## src/rtl/comparator_serial.sv

```systemverilog
// comparator_serial: bit-serial magnitude comparator, MSB first, one bit per clock.
// Stops at the first differing bit, so latency depends on the operands (worst case WIDTH).
// Optional build macro COMPARATOR_SERIAL_SIGNED_EN adds input signed_md, which selects
// a two's complement comparison; without it the comparison is unsigned only.
//
// state   | meaning
// ST_IDLE | waiting for start; lt/eq/gt hold the last result
// ST_RUN  | comparing captured operands at r_idx, counting down toward bit 0
module comparator_serial #(
  parameter int WIDTH = 8
) (
  input  logic             clk,
  input  logic             rst,
  input  logic             start,
  input  logic [WIDTH-1:0] a,
  input  logic [WIDTH-1:0] b,
`ifdef COMPARATOR_SERIAL_SIGNED_EN
  input  logic             signed_md,
`endif
  output logic             busy,
  output logic             done,
  output logic             lt,
  output logic             eq,
  output logic             gt
);

  localparam int            IW      = $clog2(WIDTH);
  localparam logic [IW-1:0] IDX_MSB = IW'(WIDTH - 1);

  typedef enum logic {ST_IDLE, ST_RUN} state_t;

  state_t           r_state;
  logic [WIDTH-1:0] r_a;
  logic [WIDTH-1:0] r_b;
  logic [IW-1:0]    r_idx;
  logic             r_busy;
  logic             r_done;
  logic             r_lt;
  logic             r_eq;
  logic             r_gt;

  logic w_a_bit;
  logic w_b_bit;
  logic w_diff;
  logic w_msb_flip;
  logic w_a_wins;

`ifdef COMPARATOR_SERIAL_SIGNED_EN
  logic r_signed;

  // In signed mode a set MSB means negative, so the winner at the MSB is inverted.
  assign w_msb_flip = r_signed && (r_idx == IDX_MSB);
`else
  assign w_msb_flip = 1'b0;
`endif

  assign w_a_bit  = r_a[r_idx];
  assign w_b_bit  = r_b[r_idx];
  assign w_diff   = w_a_bit ^ w_b_bit;
  assign w_a_wins = w_a_bit ^ w_msb_flip;

  // Control FSM: capture on start, scan bits, register result and one-cycle done.
  always_ff @(posedge clk) begin
    if (rst) begin
      r_state <= ST_IDLE;
      r_busy  <= 1'b0;
      r_done  <= 1'b0;
      r_lt    <= 1'b0;
      r_eq    <= 1'b0;
      r_gt    <= 1'b0;
    end else begin
      r_done <= 1'b0;
      case (r_state)
        ST_IDLE: begin
          if (start) begin
            r_a     <= a;
            r_b     <= b;
`ifdef COMPARATOR_SERIAL_SIGNED_EN
            r_signed <= signed_md;
`endif
            r_idx   <= IDX_MSB;
            r_lt    <= 1'b0;
            r_eq    <= 1'b0;
            r_gt    <= 1'b0;
            r_busy  <= 1'b1;
            r_state <= ST_RUN;
          end
        end
        ST_RUN: begin
          if (w_diff) begin
            r_gt    <= w_a_wins;
            r_lt    <= ~w_a_wins;
            r_done  <= 1'b1;
            r_busy  <= 1'b0;
            r_state <= ST_IDLE;
          end else if (r_idx == '0) begin
            r_eq    <= 1'b1;
            r_done  <= 1'b1;
            r_busy  <= 1'b0;
            r_state <= ST_IDLE;
          end else begin
            r_idx <= r_idx - 1'b1;
          end
        end
        default: begin
          r_busy  <= 1'b0;
          r_state <= ST_IDLE;
        end
      endcase
    end
  end

  assign busy = r_busy;
  assign done = r_done;
  assign lt   = r_lt;
  assign eq   = r_eq;
  assign gt   = r_gt;

endmodule

```

## config.mk

```make
export PLATFORM = sky130hd
export DESIGN_NAME = comparator_serial
export DESIGN_NICKNAME = d
export VERILOG_FILES = /design/src/rtl/comparator_serial.sv
export SDC_FILE = /design/constraint.sdc
export NUM_CORES = 1
export LEC_CHECK = 0
export CAP_MARGIN = 40
export CORE_MARGIN = 2
export CORE_UTILIZATION = 43
export CTS_CLUSTER_DIAMETER = 50
export CTS_CLUSTER_SIZE = 20
export DETAILED_ROUTE_END_ITERATION = 10
export HOLD_SLACK_MARGIN = 0.05
export PLACE_DENSITY_LB_ADDON = 0.12
export SLEW_MARGIN = 20
export SYNTH_ARGS = -nofsm -noshare
export SYNTH_HDL_FRONTEND = slang
export SYNTH_SLANG_ARGS = --single-unit
```

## constraint.sdc

```tcl
create_clock -name clk -period 2.26 [get_ports clk]
set_clock_uncertainty 0.2 [all_clocks]
set_input_delay 0.452 -clock clk [delete_from_list [all_inputs] [get_ports clk]]
set_output_delay 0.452 -clock clk [all_outputs]
set_load 0.02 [all_outputs]
```

==> out/metrics.cfg, run 1 <==
[timing]
whs_ns = 0.309
setup_viol = 0
finalCritPeriodShare_pct = 98.6
rsz0062_at_grt = true
worst_pin_slew_ns = 0.371
min_period_ns = 2.23
max_freq_mhz = 449
finalHoldViolCount = 0
drv_slew = 0
slew_headroom_pct = 75.2

[final_layout]
final_net_count = 120
syn_to_final_growth_pct = 32.9
finish.utilization_pct = 61.3
drive_gt1_share_pct = 16.3
design_area_sq_um = 1380
antennaDiodeCount = 0

[pwr]
clock_power_share_pct = 21.9
power_mw = 0.869
p_leak_nw = 0.516
p_sw_share_pct = 22.2
ir_worst_vdd_mv = 0.397
p_int_mw = 0.676
p_sw_mw = 0.193
pwr-share-seq_pct = 62.0
powerDensity_nw_per_um2 = 629
power_frac_comb_pct = 16.2

[placed_design]
place.gp.congestion = 0.710
hpwl_um = 1180
port_buffers = 23
placed_cell_area_sq_um = 1330

[die]
dieArea_sq_um = 2830
die_w_um = 53.2
coreArea_sq_um = 2250
pin_count = 24
rows = 17
die_h_um = 53.2
start_util_pct = 46.1

[worst_setup_path]
start_kind = flop
r2r-end = r_idx[1]
crit_required_ns = 2.09
r2r-start = r_idx[0]
reg2regPathDepth = 5
crit_type = flop to flop
cp_max_fo = 4
crit_arrival_ns = 2.06
end_kind = flop
reg2reg_slack_ns = 0.03

[min_path]
min_path_type = flop to flop
hold_start = eq
min_to = eq
hold-path-cell-count = 1

[clocking]
cts_sinks = 25
clk_latency_ns = 0.30
numCtsBuffers = 3
clockRootBuffer = clkbuf_4
cts_buffer_depth = 2
cts_hold_buf = 0
h-tree-depth = 1
path_clk_slew_ns = 0.12
tritoncts = built

[route]
ant_nets = 0
drt_iter0_drc = 7
via_per_inst = 4.95
wire_per_inst_um = 12.1
drc = 0
dr.pass1.iters = 2
vias = 624
wirelength_um = 1530

[synth]
synth_top_area_share_pct = 54.9
ys_ff_latch = 25
yosysSeqAreaShare_pct = 66.4
ys_warn_count = 0
syn-instance-count = 67
synth_nets = 88
yosys-top-cells-area = edfxtp_1 (55%), dfxtp_1 (12%), mux4_2 (8.7%), nand2_1 (2.5%), ha_1 (2.4%)
ys_types = 23
netlist_area_sq_um = 1040
yosysTopAreaCell = edfxtp_1
avgSynthCellArea_sq_um = 15.5

[global_routing]
met1_usage_pct = 15.8
antenna_found_initial = 0
grt_pass1_vias = 598
grt_util_met2_pct = 21.7
grt_pass1_wl_um = 2550
grt_busiest_layer = met2
use_met3_pct = 3.67
grt_usage_pct = 13.2
grt-ovfl-total = 0
grt_max_degree = 18

[status]
status = complete, no violations

[run]
maxCapViolations = 0

==> cells in the final DEF, fill, tap and decap left out, types with 2 or more instances in the layout <==
| cell | netlist | final |
|---|---|---|
| buf_4 | 0 | 4 |
| nor2_1 | 4 | 4 |
| ha_1 | 2 | 2 |
| o21ai_1 | 2 | 2 |
| edfxtp_1 | 19 | 19 |
| dfxtp_1 | 6 | 6 |
| a41o_1 | 2 | 2 |
| nand2_1 | 7 | 7 |
| a21oi_1 | 3 | 3 |
| clkdlybuf4s50_1 | 0 | 23 |
| clkbuf_4 | 0 | 3 |
| mux4_2 | 4 | 4 |
| inv_1 | 5 | 5 |
==> cell usage after synthesis (all sizes together) <==
cell type	instances
dfxtp	6
clkbuf	1
o21a	1
buf	1
inv	5
mux2	1
a21boi	1
mux4	4
a41o	2
xnor2	1
o211a	1
a32o	1
xor2	1
nand2b	1
ha	2
mux2i	1
o21ai	3
a21oi	3
nand2	7
nor2	4
edfxtp	19
a311oi	1
==> timing repair <==
action | 4_1_cts | 5_1_grt
gates resized for setup | 1 | 1
endpoints found under the setup margin | 3 | 4
pin swaps | 1 | 2
setup buffers | 0 | 2
==> critical path, stage by stage (launching register included) <==
cell and delay (ns):
edfxtp_1 0.48, buf_6 0.15, mux4_2 0.52, mux2i_4 0.19
xor2_2 0.17, a41o_1 0.25
==> flip-flops by register name, indices dropped and copies added (netlist names) <==
name,cells
eq,1
r_b,8
gt,1
r_a,8
lt,1
r_state,1
done,1
r_idx,3
busy,1
==> metrics by stage <==
stage,cells,setup slack [ns],TNS (ns)
floorplan,67,0.0701,0
detailed placement,120,-0.00466,-0.0138
CTS,124,0.000224,0
finish,126,0.0306,0
global placement,120,0.0515,0
global route,126,-0.0742,-0.249
==> cell families (layout without fill, tap and decap cells) <==
family	after synthesis	after routing	synth area share, %
compound gates	13	13	9.03
xor+xnor	2	2	2.41
fa+ha+maj	2	2	2.41
buf+inv	7	38	3.25
flops	25	25	66.4
mux	6	6	11.9
simple gates	12	12	4.57
==> worst max-delay path by stage <==
| stage | startpoint | endpoint | slack, ns | depth (start not counted) |
|---|---|---|---|---|
| after floorplan | r_idx[0] | r_idx[0] | 0.07 | 5 |
| after global placement | r_idx[0] | r_idx[0] | 0.05 | 5 |
| after detailed placement | r_idx[0] | r_idx[0] | -0.005 | 5 |
| after CTS | r_idx[0] | r_idx[1] | 0.0002 | 5 |
| after global routing | r_idx[0] | r_idx[0] | -0.07 | 5 |
| final | r_idx[0] | r_idx[1] | 0.03 | 5 |
==> final cells by class <==
| class | instances | area [sq um] |
|---|---|---|
| Fill cell | 197 | 873 |
| Sequential cell | 25 | 691 |
| Multi-Input combinational cell | 35 | 319 |
| Timing Repair Buffer | 29 | 292 |
| Tap cell | 28 | 35.0 |
| Clock buffer | 4 | 26.3 |
| Inverter | 5 | 18.8 |
==> power groups by stage <==
stage          logic (mW)  registers [mW]  clock network (mW)
6_report            0.140           0.538               0.190
5_1_grt             0.154           0.543               0.225
4_1_cts             0.137           0.539               0.202
3_5_place_dp        0.136           0.550                   0
3_3_place_gp        0.132           0.549                   0
2_1_floorplan      0.0666           0.549                   0
==> per-layer routing <==
metal / up-vias / wire [um]
li1: 313 / -
met1: 292 / 674
met2: 17 / 762
met3: 2 / 80
met4: 0 / 13
met5: - / 0
Note: power is estimated with default switching activity, not from simulation.
==> inputs of run 2 (changes only) <==
- CORE_ASPECT_RATIO: unset -> 1.25
- PLACE_DENSITY: unset -> 0.73
- PLACE_DENSITY_LB_ADDON: 0.12 -> unset
==> run 2 against run 1 <==
Effect of this change:
- final area fell by 0.54%
- register-to-register slack better by 0.04 ns
- wire length up 10%
- sequential share of layout area grew 0.27 points
- largest power group unchanged
- critical path depth stayed put
- sequential power barely moved
- via count is 1.3% higher
- combinational power about the same
==> out/metrics.cfg, run 2 (same netlist as run 1, synthesis figures left out) <==
[die]
die_h_um = 59.0
dieArea_sq_um = 2830
pin_count = 24
die_w_um = 48.0
coreArea_sq_um = 2230
start_util_pct = 46.5
rows = 19

[pwr]
ir_worst_vdd_mv = 0.552
pwr-share-seq_pct = 62.2
powerDensity_nw_per_um2 = 631
p_int_mw = 0.670
p_sw_share_pct = 22.7
power_frac_comb_pct = 16.0
p_sw_mw = 0.197
clock_power_share_pct = 21.8
p_leak_nw = 0.516

[final_layout]
multi_input_area_sq_um = 319
seq_area_sq_um = 691
final_net_count = 120
top_regs = r_a x8, r_b x8, r_idx x3
finish.utilization_pct = 61.5
layout_commonest_cell = clkdlybuf4s50_1
antennaDiodeCount = 0
n_fill_cell = 187
drive_gt1_share_pct = 17.3
layout_common_cells = clkdlybuf4s50_1 (23), edfxtp_1 (19), nand2_1 (7), dfxtp_1 (6)
syn_to_final_growth_pct = 32.1

[timing]
finalHoldViolCount = 0
max_freq_mhz = 457
setup_viol = 0
setup_tns_ns = 0
drv_slew = 0
slew_headroom_pct = 74.4
fin_ws_ns = 0.0705
finalCritPeriodShare_pct = 96.9
min_period_ns = 2.19
worst_pin_slew_ns = 0.384
rsz0062_at_grt = true

[worst_setup_path]
r2r-start = r_idx[0]
critPathLaunch = r_idx[0]
cp_max_fo = 5
crit_required_ns = 2.09
crit_family = multiplexers
path_cells = buf_6, mux4_2, mux2_4, xor2_2, a41o_1
cp_slowest_stage_delay_ns = 0.49
crit_type = flop to flop
crit_arrival_ns = 2.02
slowest_stage = mux4_2
start_kind = flop
end_kind = flop
crit_buf_inv = 1

[placed_design]
place.gp.congestion = 0.710
hpwl_um = 1290
port_buffers = 23
pre_cts_ws_ns = -0.0413

[route]
ant_nets = 0
wirelength_um = 1680
wire_per_inst_um = 13.1
drc = 0
drt_iter0_drc = 7
dr.pass1.iters = 4
vias = 632
via_per_inst = 4.90

[run]
maxCapViolations = 0

[clocking]
clk_latency_ns = 0.31
tritoncts = built
cts_sinks = 25
cts_hold_buf = 0
cts_buffer_depth = 2
h-tree-depth = 1
numCtsBuffers = 3
clockRootBuffer = clkbuf_4
path_clk_slew_ns = 0.13

[global_routing]
grt-ovfl-total = 0
antenna_found_initial = 0
grt_pass1_vias = 611
grt_usage_pct = 13.3
grt_pass1_wl_um = 2490
grt_max_degree = 18

[min_path]
min_path_type = flop to flop
hold_start = eq

[status]
status = complete, no violations

[run 2: changes by cell type in the layout (fill, tap and decap cells not counted)]
cell / before / now
buf_12: 1 / 0
buf_4: 4 / 5
clkbuf_1: 1 / 0
clkinv_2: 0 / 1
[run 2: final cells by class]
type / instances / area share, %
multi-input combinational: 35 / 23.2
clock inverter: 1 / 0.364
clock buffer: 3 / 1.64
tap: 31 / 2.82
timing repair buffer: 29 / 20.3
sequential: 25 / 50.3
inverter: 5 / 1.37
[run 2: final timing paths]
path              endpoint  slack, ns  cells past startpoint
hold reg to reg         eq       0.33                      1
setup reg to reg  r_idx[1]       0.07                      5
setup / recovery  r_idx[1]       0.07                      5
hold / removal          eq       0.33                      1
[run 2: routing by layer]
metal	GRT usage [%]	routed length, um	part of all wire (%)	up-vias
met5	0	0	0	-
met2	23.8	963	57	18
met3	2.74	72	4.3	2
met4	6.95	14	0.83	0
li1	-	-	-	312
met1	13.6	633	38	300
[run 2: power by group through the flow]
stage	combinational (mW)	sequential (mW)	clock (mW)
floorplan	0.0666	0.549	0
global route	0.150	0.542	0.223
CTS	0.136	0.538	0.195
global placement	0.126	0.550	0
finish	0.139	0.539	0.189
detailed placement	0.130	0.551	0
[run 2: stage by stage]
stage | hold WS (ns) | cells | instance area [sq um] | total power, mW
floorplan | 0.248 | 67 | 1040 | 0.616
global placement | 0.282 | 122 | 1320 | 0.676
detailed placement | 0.303 | 122 | 1320 | 0.682
CTS | 0.334 | 128 | 1360 | 0.870
global route | 0.344 | 129 | 1370 | 0.914
finish | 0.331 | 129 | 1370 | 0.867
[run 2: what timing repair did]
| action | in CTS | in global routing |
|---|---|---|
| setup buffers | 2 | 1 |
| hold endpoints to repair | 0 | 0 |
| setup endpoints to repair | 3 | 3 |
| pin swaps | 0 | 1 |
| resized for setup | 0 | 2 |
